$ cat config.mk
export PLATFORM = sky130hd
export DESIGN_NAME = cpu_sequencer_flat
export DESIGN_NICKNAME = d
export VERILOG_FILES = /design/src/rtl/cpu_pkg.sv /design/src/rtl/cpu_sequencer_if.sv /design/src/rtl/sat_counter.sv /design/src/rtl/cpu_sequencer.sv /design/src/flat_wrapper.sv
export SDC_FILE = /design/constraint.sdc
export NUM_CORES = 1
export LEC_CHECK = 0
export ABC_AREA = 1
export CAP_MARGIN = 40
export CELL_PAD_IN_SITES_DETAIL_PLACEMENT = 0
export CELL_PAD_IN_SITES_GLOBAL_PLACEMENT = 1
export CORE_ASPECT_RATIO = 1.1
export CORE_MARGIN = 1
export CORE_UTILIZATION = 41
export CTS_CLUSTER_DIAMETER = 30
export CTS_CLUSTER_SIZE = 28
export DETAILED_ROUTE_END_ITERATION = 10
export DONT_BUFFER_PORTS = 1
export GPL_ROUTABILITY_DRIVEN = 1
export GPL_TIMING_DRIVEN = 0
export PLACE_DENSITY_LB_ADDON = 0.1
export SYNTH_ARGS = -nofsm -noshare
export SYNTH_HDL_FRONTEND = slang
export SYNTH_HIERARCHICAL = 1
export SYNTH_SLANG_ARGS = --single-unit
$ cat constraint.sdc
create_clock -name CLOCK -period 1.4 [get_ports CLOCK]
set_input_delay 0.07 -clock CLOCK [delete_from_list [all_inputs] [get_ports CLOCK]]
set_output_delay 0.07 -clock CLOCK [all_outputs]
set_load 0.05 [all_outputs]
$ cat src/rtl/cpu_pkg.sv
// Shared definitions for the accumulator CPU: sequencer state encoding,
// opcode constants and default parameter values.
package cpu_pkg;

  // Instruction-cycle states of the sequencer.
  typedef enum logic [2:0] {
    ST_IDLE  = 3'd0,
    ST_FETCH = 3'd1,
    ST_EXEC1 = 3'd2,
    ST_EXEC2 = 3'd3,
    ST_HALT  = 3'd4
  } state_e;

  localparam int unsigned OP_W = 4;

  // Opcode map of the instruction set.
  localparam logic [OP_W-1:0] OPC_LDA = 4'd0;
  localparam logic [OP_W-1:0] OPC_STA = 4'd1;
  localparam logic [OP_W-1:0] OPC_ADD = 4'd2;
  localparam logic [OP_W-1:0] OPC_SUB = 4'd3;
  localparam logic [OP_W-1:0] OPC_JMP = 4'd4;
  localparam logic [OP_W-1:0] OPC_JMI = 4'd5;
  localparam logic [OP_W-1:0] OPC_JEQ = 4'd6;
  localparam logic [OP_W-1:0] OPC_STP = 4'd7;
  localparam logic [OP_W-1:0] OPC_LDI = 4'd8;

  // Highest legal opcode; anything above it is illegal.
  localparam logic [OP_W-1:0] OPC_MAX_DEF = OPC_LDI;

  localparam int unsigned CNT_W_DEF = 16;

endpackage

$ cat src/rtl/cpu_sequencer_if.sv
// Control/status bundle between front panel + decoder (master) and the
// instruction-cycle sequencer (slave).
//   master drives: RUN, STEP, CLEAR, EXTRA, IR_OP
//   slave drives : IR_LOAD, FETCH, EXEC1, EXEC2, BUSY, HALTED, ILLEGAL,
//                  CYCLE_CNT, INSTR_CNT
interface cpu_sequencer_if #(
  parameter int unsigned CNT_W = 16
) ();

  logic             RUN;
  logic             STEP;
  logic             CLEAR;
  logic             EXTRA;
  logic [3:0]       IR_OP;

  logic             IR_LOAD;
  logic             FETCH;
  logic             EXEC1;
  logic             EXEC2;
  logic             BUSY;
  logic             HALTED;
  logic             ILLEGAL;
  logic [CNT_W-1:0] CYCLE_CNT;
  logic [CNT_W-1:0] INSTR_CNT;

  modport master (
    output RUN, STEP, CLEAR, EXTRA, IR_OP,
    input  IR_LOAD, FETCH, EXEC1, EXEC2, BUSY, HALTED, ILLEGAL,
           CYCLE_CNT, INSTR_CNT
  );

  modport slave (
    input  RUN, STEP, CLEAR, EXTRA, IR_OP,
    output IR_LOAD, FETCH, EXEC1, EXEC2, BUSY, HALTED, ILLEGAL,
           CYCLE_CNT, INSTR_CNT
  );

endinterface

$ cat src/rtl/sat_counter.sv
// Saturating up-counter: increments on inc, sticks at all-ones, cleared only
// by reset.
//   clk, rst_n : clock, async active-low reset
//   inc        : increment request
//   q          : current count
module sat_counter #(
  parameter int unsigned W = 16
) (
  input  logic         clk,
  input  logic         rst_n,
  input  logic         inc,
  output logic [W-1:0] q
);

  localparam logic [W-1:0] CNT_MAX = '1;

  logic [W-1:0] cnt_q;

  always_ff @(posedge clk or negedge rst_n) begin
    if (!rst_n) begin
      cnt_q <= '0;
    end else if (inc && (cnt_q != CNT_MAX)) begin
      cnt_q <= cnt_q + W'(1);
    end
  end

  assign q = cnt_q;

endmodule

$ cat src/rtl/cpu_sequencer.sv
// Instruction-cycle controller: produces one-hot FETCH/EXEC1/EXEC2 strobes,
// handles run/step/halt/clear, flags illegal opcodes and keeps saturating
// debug counters.
//   CLOCK, RESET_N : clock, async active-low reset
//   bus (slave)    : RUN/STEP/CLEAR controls, EXTRA/IR_OP from decode,
//                    phase strobes, status flags and debug counters
module cpu_sequencer
  import cpu_pkg::*;
#(
  parameter int unsigned     CNT_W  = CNT_W_DEF,
  parameter logic [OP_W-1:0] OP_STP = OPC_STP,
  parameter logic [OP_W-1:0] OP_MAX = OPC_MAX_DEF
) (
  input  logic            CLOCK,
  input  logic            RESET_N,
  cpu_sequencer_if.slave  bus
);

  state_e state_q, state_d;
  logic   illegal_q, illegal_d;
  logic   fetch_q, exec1_q, exec2_q, busy_q, halted_q;
  logic   instr_done;
  logic   cycle_inc;

  // Next-state logic; completion also drives the instruction counter.
  always_comb begin
    state_d    = state_q;
    illegal_d  = illegal_q;
    instr_done = 1'b0;
    case (state_q)
      ST_IDLE: begin
        if (bus.RUN || bus.STEP) state_d = ST_FETCH;
      end
      ST_FETCH: begin
        state_d = ST_EXEC1;
      end
      ST_EXEC1: begin
        if (bus.IR_OP > OP_MAX) begin
          state_d   = ST_HALT;
          illegal_d = 1'b1;
        end else if (bus.IR_OP == OP_STP) begin
          state_d    = ST_HALT;
          instr_done = 1'b1;
        end else if (bus.EXTRA) begin
          state_d = ST_EXEC2;
        end else begin
          instr_done = 1'b1;
          state_d    = bus.RUN ? ST_FETCH : ST_IDLE;
        end
      end
      ST_EXEC2: begin
        instr_done = 1'b1;
        state_d    = bus.RUN ? ST_FETCH : ST_IDLE;
      end
      ST_HALT: begin
        if (bus.CLEAR) begin
          state_d   = ST_IDLE;
          illegal_d = 1'b0;
        end
      end
      default: begin
        state_d = ST_IDLE;
      end
    endcase
  end

  // Every edge leaving a busy phase is one counted cycle.
  assign cycle_inc = (state_q == ST_FETCH) || (state_q == ST_EXEC1) ||
                     (state_q == ST_EXEC2);

  // State register; strobes are registered from the next state so they
  // always match the state held in state_q.
  always_ff @(posedge CLOCK or negedge RESET_N) begin
    if (!RESET_N) begin
      state_q   <= ST_IDLE;
      illegal_q <= 1'b0;
      fetch_q   <= 1'b0;
      exec1_q   <= 1'b0;
      exec2_q   <= 1'b0;
      busy_q    <= 1'b0;
      halted_q  <= 1'b0;
    end else begin
      state_q   <= state_d;
      illegal_q <= illegal_d;
      fetch_q   <= (state_d == ST_FETCH);
      exec1_q   <= (state_d == ST_EXEC1);
      exec2_q   <= (state_d == ST_EXEC2);
      busy_q    <= (state_d == ST_FETCH) || (state_d == ST_EXEC1) ||
                   (state_d == ST_EXEC2);
      halted_q  <= (state_d == ST_HALT);
    end
  end

  assign bus.IR_LOAD = fetch_q;
  assign bus.FETCH   = fetch_q;
  assign bus.EXEC1   = exec1_q;
  assign bus.EXEC2   = exec2_q;
  assign bus.BUSY    = busy_q;
  assign bus.HALTED  = halted_q;
  assign bus.ILLEGAL = illegal_q;

  sat_counter #(.W(CNT_W)) u_cycle_cnt (
    .clk   (CLOCK),
    .rst_n (RESET_N),
    .inc   (cycle_inc),
    .q     (bus.CYCLE_CNT)
  );

  sat_counter #(.W(CNT_W)) u_instr_cnt (
    .clk   (CLOCK),
    .rst_n (RESET_N),
    .inc   (instr_done),
    .q     (bus.INSTR_CNT)
  );

endmodule

$ cat src/flat_wrapper.sv
// flat-port wrapper written by rule: the top's interface ports become plain ports
module cpu_sequencer_flat import cpu_pkg::*;
#(
  parameter int unsigned     CNT_W  = CNT_W_DEF,
  parameter logic [OP_W-1:0] OP_STP = OPC_STP,
  parameter logic [OP_W-1:0] OP_MAX = OPC_MAX_DEF
)
  (CLOCK, RESET_N, bus_RUN, bus_STEP, bus_CLEAR, bus_EXTRA, bus_IR_OP, bus_IR_LOAD, bus_FETCH, bus_EXEC1, bus_EXEC2, bus_BUSY, bus_HALTED, bus_ILLEGAL, bus_CYCLE_CNT, bus_INSTR_CNT);
  cpu_sequencer_if #(.CNT_W(CNT_W)) bus_i ();
  input  logic CLOCK;
  input  logic RESET_N;
  input wire logic [$bits(bus_i.RUN)-1:0] bus_RUN;
  input wire logic [$bits(bus_i.STEP)-1:0] bus_STEP;
  input wire logic [$bits(bus_i.CLEAR)-1:0] bus_CLEAR;
  input wire logic [$bits(bus_i.EXTRA)-1:0] bus_EXTRA;
  input wire logic [$bits(bus_i.IR_OP)-1:0] bus_IR_OP;
  output wire logic [$bits(bus_i.IR_LOAD)-1:0] bus_IR_LOAD;
  output wire logic [$bits(bus_i.FETCH)-1:0] bus_FETCH;
  output wire logic [$bits(bus_i.EXEC1)-1:0] bus_EXEC1;
  output wire logic [$bits(bus_i.EXEC2)-1:0] bus_EXEC2;
  output wire logic [$bits(bus_i.BUSY)-1:0] bus_BUSY;
  output wire logic [$bits(bus_i.HALTED)-1:0] bus_HALTED;
  output wire logic [$bits(bus_i.ILLEGAL)-1:0] bus_ILLEGAL;
  output wire logic [$bits(bus_i.CYCLE_CNT)-1:0] bus_CYCLE_CNT;
  output wire logic [$bits(bus_i.INSTR_CNT)-1:0] bus_INSTR_CNT;
  assign bus_i.RUN = bus_RUN;
  assign bus_i.STEP = bus_STEP;
  assign bus_i.CLEAR = bus_CLEAR;
  assign bus_i.EXTRA = bus_EXTRA;
  assign bus_i.IR_OP = bus_IR_OP;
  assign bus_IR_LOAD = bus_i.IR_LOAD;
  assign bus_FETCH = bus_i.FETCH;
  assign bus_EXEC1 = bus_i.EXEC1;
  assign bus_EXEC2 = bus_i.EXEC2;
  assign bus_BUSY = bus_i.BUSY;
  assign bus_HALTED = bus_i.HALTED;
  assign bus_ILLEGAL = bus_i.ILLEGAL;
  assign bus_CYCLE_CNT = bus_i.CYCLE_CNT;
  assign bus_INSTR_CNT = bus_i.INSTR_CNT;
  cpu_sequencer #(.CNT_W(CNT_W), .OP_STP(OP_STP), .OP_MAX(OP_MAX)) u_core (.CLOCK(CLOCK), .RESET_N(RESET_N), .bus(bus_i));
endmodule
* Word level (Yosys, flattened, before mapping)
Index checks and enable logic that the tools add are counted.
Operators by class: add/sub/neg operators 2, multiply operators 0, divide/modulo/power cells 0, $lt $le $gt $ge 1, equal/unequal tests 13, shift-type cells 0, mux-type cells 14, bitwise logic cells 0, reductions and logical operators 10
Operator list (count):
- 16-bit by 1-bit adder with 16-bit output (second input constant) | 2
- 16-bit inequality test (second input constant) | 2
- 3-bit two-way mux | 5
- 3-bit case mux with 5 select lines | 1
- 3-bit by 2-bit equality test with 1-bit output (second input constant) | 4
- 3-bit by 1-bit equality test with 1-bit output (second input constant) | 2
- 3-bit equality test (second input constant) | 2
- 1-bit two-way mux | 6
- 1-bit logical OR | 5
- 4-bit by 3-bit equality test with 1-bit output (second input constant) | 1
- 4-bit > comparator (second input constant) | 1
- 1-bit case mux with 2 select lines | 2
- 3-bit logical NOT | 1
- 3-bit AND reduction | 1
- 1-bit logical AND | 2
- 2-bit by 1-bit inequality test with 1-bit output (second input constant) | 1
- 2-bit inequality test (second input constant) | 1
- 2-bit nonzero test | 1
Storage, ports and cells: bits in registers 41, latch bits 0, bits in writable memories 0, memory bits (read-only) 0, input port bits 10, output and inout port bits 39, logic and storage cells 49, memories 0

* Depth between registers and ports, before layout
depth in word-level cells 8, depth in mapped cells 14, gate-level depth less buffers 14

* Cells and area by module
Netlist, hierarchy kept.
By module, submodules not included:
- sat_counter | instances 2, cells each 149, area each 1058.5 sq um, sequential area each 400.4 sq um
- cpu_sequencer | instances 1, cells each 53, area each 430.4 sq um, sequential area each 225.2 sq um

* Worst setup path before layout
OpenSTA, ideal clock, no wires.
path type register to register, start point reg u_core.u_instr_cnt.cnt_q[0], in the netlist u_core/u_instr_cnt/q[0], end point reg u_core.u_instr_cnt.cnt_q[6], in the netlist u_core/u_instr_cnt/q[6], library setup time 120 ps, arrival time 1706 ps, required time 1280 ps, setup slack -426 ps, cell stages (with the launch flop) 10, buffers on the path 1, period minus slack after synthesis 1826 ps, cell sequence dfrtp_1 ha_1 inv_2 nor2_4 nand2_2 nor2_4 nor2_4 buf_6 nand2_1 nand2_1
Between the ends: cells in the longest elaborated chain, start to end 2, elaborated cells on any way between the ends 3, those cells by class 1 x add/sub; 1 x eq/ne; 1 x reduce/logical
RTL lines:
- start, declared | RTL line sat_counter.sv:17 | logic [W-1:0] cnt_q;
- start signal, assigned | RTL line sat_counter.sv:23 | cnt_q <= cnt_q + W'(1);
- parallel branches: the longest is 2 deep, another holds 16-bit by 1-bit adder with 16-bit output
Several ways; the timed one is not identified. A chain may end at the register's enable or synchronous reset.

* Final worst setup path
start point reg u_core.u_instr_cnt.cnt_q[0], in the netlist u_core/u_instr_cnt/q[0], end point reg u_core.u_instr_cnt.cnt_q[1], in the netlist u_core/u_instr_cnt/q[1]
The elaborated chain is that of the path after synthesis.

==> results by group <==
Outcome
  – Status: finished, violations left
  – Violated checks: setup timing

Place
  – Routability cong.: 0.766
  – Placed insts: 428
  – Hpwl dp: 4280 um
  – Port bufs: 0

Worst setup path
  – Critical path class: register to register
  – CP Capture Type: register
  – Required @ worst endpoint: 1.64 ns
  – WP buf/inv: 2
  – Worst path max stage delay: 0.59 ns
  – WP data arrival: 1.84 ns
  – CP max stage cell: dfrtp_4
  – CP Launch Type: register
  – Crit path max-delay family: flip-flops
  – Critical path cell sequence: ha_4 -> inv_4 -> nor2_4 -> nand2_2 -> nor2_4 -> nor2_4 -> buf_6 -> nand2_1 -> nand2_1
  – Most used cell, CP: nor2_4
  – CP max FO: 7

Synthesis
  – Netlist cell types: 23
  – Seq/Total Area, Yosys: 40.3%
  – Post-Syn Nets: 363
  – Synth Instances: 351
  – Post-Syn Area: 2550 um^2
  – YS warnings: 6
  – Synthesized area per cell: 7.26 um^2
  – #FFs+latches synth: 41

STA
  – Setup ws final: -0.200 ns
  – Fin crit share: 114%
  – Skew final: 0.0106 ns
  – RSZ-0062 raised after global routing: yes
  – Final setup viols: 31
  – Fmax: 625 MHz
  – Slew Limit Fails: 0
  – Max-slew headroom: 68.5%
  – Final min period: 1.60 ns
  – Final hold vios: 0
  – Worst-margin pin slew: 0.473 ns

Layout
  – Number of diodes: 0
  – Post-route insts no fill: 465
  – Layout cells sized above 1: 42.3%
  – Most frequent cells in the layout: 106 x nand2_1, 34 x nand2_2, 28 x inv_1
  – Nets: 399
  – Synth-to-layout area growth: 33.2%
  – Commonest non-fill, non-tap cell in the layout: nand2_1
  – Final core occ: 57.7%

Power and ir drop
  – Worst VDD drop: 1.38 mV
  – Pwr per Cell Area: 1640 nW/um^2
  – LEAKAGE: 1.51 nW

Floorplanning
  – Row cnt: 29
  – CORE AREA: 5880 um^2
  – DIE WIDTH: 77.2 um
  – IO Pins: 49
  – Die area: 6530 um^2
  – Die H: 84.7 um
  – Initial core utilization: 43.3%

Route
  – DR vias: 2290
  – Vias/cell: 4.92
  – DRT Wirelength: 6270 um
  – Final antenna-violating net count: 0
  – Pre-antenna DRT Iters: 4
  – Detailed-route DRC error count: 0
  – Initial DRC Count: 59
  – Mean routed wirelength per cell: 13.5 um

Clocking
  – CTS tree: done
  – Clk sinks: 41
  – H-tree depth: 2
  – Root buffer cell: clkbuf_8
  – Clk_lat worst skew: 0.30 ns
  – CTS Buf Count: 5
  – Clk slew on worst S/H paths: 0.08 ns
  – Clk buf depth: 2

Flow run
  – Number of max-capacitance violations reported: 0

GRT
  – Initial antenna violation count: 0
  – Total grt overflow: 0
  – Number of global-route vias before repair: 2395
  – Largest net degree at the start of global routing: 42
  – First-pass GRT wire length: 10900 um
  – Total Routing Usage GR: 21.2%

Hold path
  – Hold crit path type: input port to register
## worst paths after layout
path / cells past startpoint / slack [ns] / end / start
worst min register to register: 1 / 0.54 / u_core/bus.EXEC1 / u_core/state_q[2]
min in group asynchronous: 2 / 0.22 / u_core/u_cycle_cnt/q[7] / RESET_N
max in group asynchronous: 2 / 0.94 / u_core/u_cycle_cnt/q[13] / RESET_N
worst max register to register: 9 / -0.20 / u_core/u_instr_cnt/q[1] / u_core/u_instr_cnt/q[0]
worst min-delay path: 4 / 0.04 / u_core/state_q[0] / bus_RUN
worst max-delay path: 9 / -0.20 / u_core/u_instr_cnt/q[1] / u_core/u_instr_cnt/q[0]
## synthesized netlist by cell type, drive strengths merged
cell,count,area (um^2)
nor3,1,10.0
o21ai,20,115
xor2,2,17.5
a21oi,2,10.0
buf,5,52.6
o211ai,1,7.51
o21bai,1,11.3
xnor2,10,87.6
nor2,54,285
or2,1,6.26
dfrtp,41,1030
nand3,15,75.1
inv,33,124
nand4,12,105
nand2,151,589
ha,2,25.0
## layout make-up
type                       count  area (um^2)
timing repair buffer          29          268
clock inverter                 2         38.8
sequential                    41         1100
multi-input combinational    272         1630
buffer                         5         52.6
inverter                      33          129
tap                           77         96.3
fill                         568         2480
clock buffer                   6         72.6
## what timing repair did
item	in CTS	in global routing
hold endpoints to repair	45	0
resized for setup	64	48
hold buffers	5	0
endpoints found under the setup margin	32	32
cloned	4	0
pin swaps	15	14
setup buffers	16	4
## cell families after synthesis
logic type                 after synthesis  share of synthesized area (%)
and+or+nand+nor                        234                           42.0
DFF                                     41                           40.3
buffers and inverters                   38                           6.93
AOI/OAI and AO/OA                       24                           5.65
xor gates and xnor gates                12                           4.13
adders and majority gates                2                          0.982
## where the power goes
group	internal [mW]	total, mW	leakage (nW)	switching (mW)
Clock	0.536	0.974	0.0554	0.438
Sequential	1.48	2.47	0.487	0.994
Combinational	0.938	2.11	0.968	1.17
Total	2.95	5.55	1.51	2.60
## worst min-delay path: stages
cell and delay (ns):
o211ai_1 0.06, nand2_1 0.08, nor2_2 0.06, inv_1 0.04
## per-stage QoR
stage                     worst slack (ns)  cell area, um^2  hold slack, ns  power, mW  TNS [ns]
after floorplan                    -0.0840             2620          -0.226       3.46     -1.76
after global placement              -0.230             2720          -0.225       3.80     -5.98
after detailed placement            -0.227             2720          -0.225       3.79     -6.04
after CTS                           -0.159             3230          0.0227       5.36     -3.87
after global routing                -0.256             3390          0.0283       5.88     -6.42
final                               -0.200             3390          0.0439       5.55     -4.41
## flip-flops by register name (all words and copies together), names as in the netlist
| signal | count |
|---|---|
| u_core/u_instr_cnt/q | 16 |
| u_core/bus.ILLEGAL | 1 |
| u_core/bus.BUSY | 1 |
| u_core/bus.EXEC1 | 1 |
| u_core/bus.FETCH | 1 |
| u_core/u_cycle_cnt/q | 16 |
| u_core/bus.EXEC2 | 1 |
| u_core/state_q | 3 |
| u_core/bus.HALTED | 1 |
## routing by layer
metal  vias up  track usage [%]  share of wire [%]
li1       1171                -                  -
met1      1071             23.1                 41
met2        38             40.1                 53
met3        10             5.00                4.2
met4         0             6.52                1.4
met5         -                0                  0
Note: power is estimated with default switching activity, not from simulation.
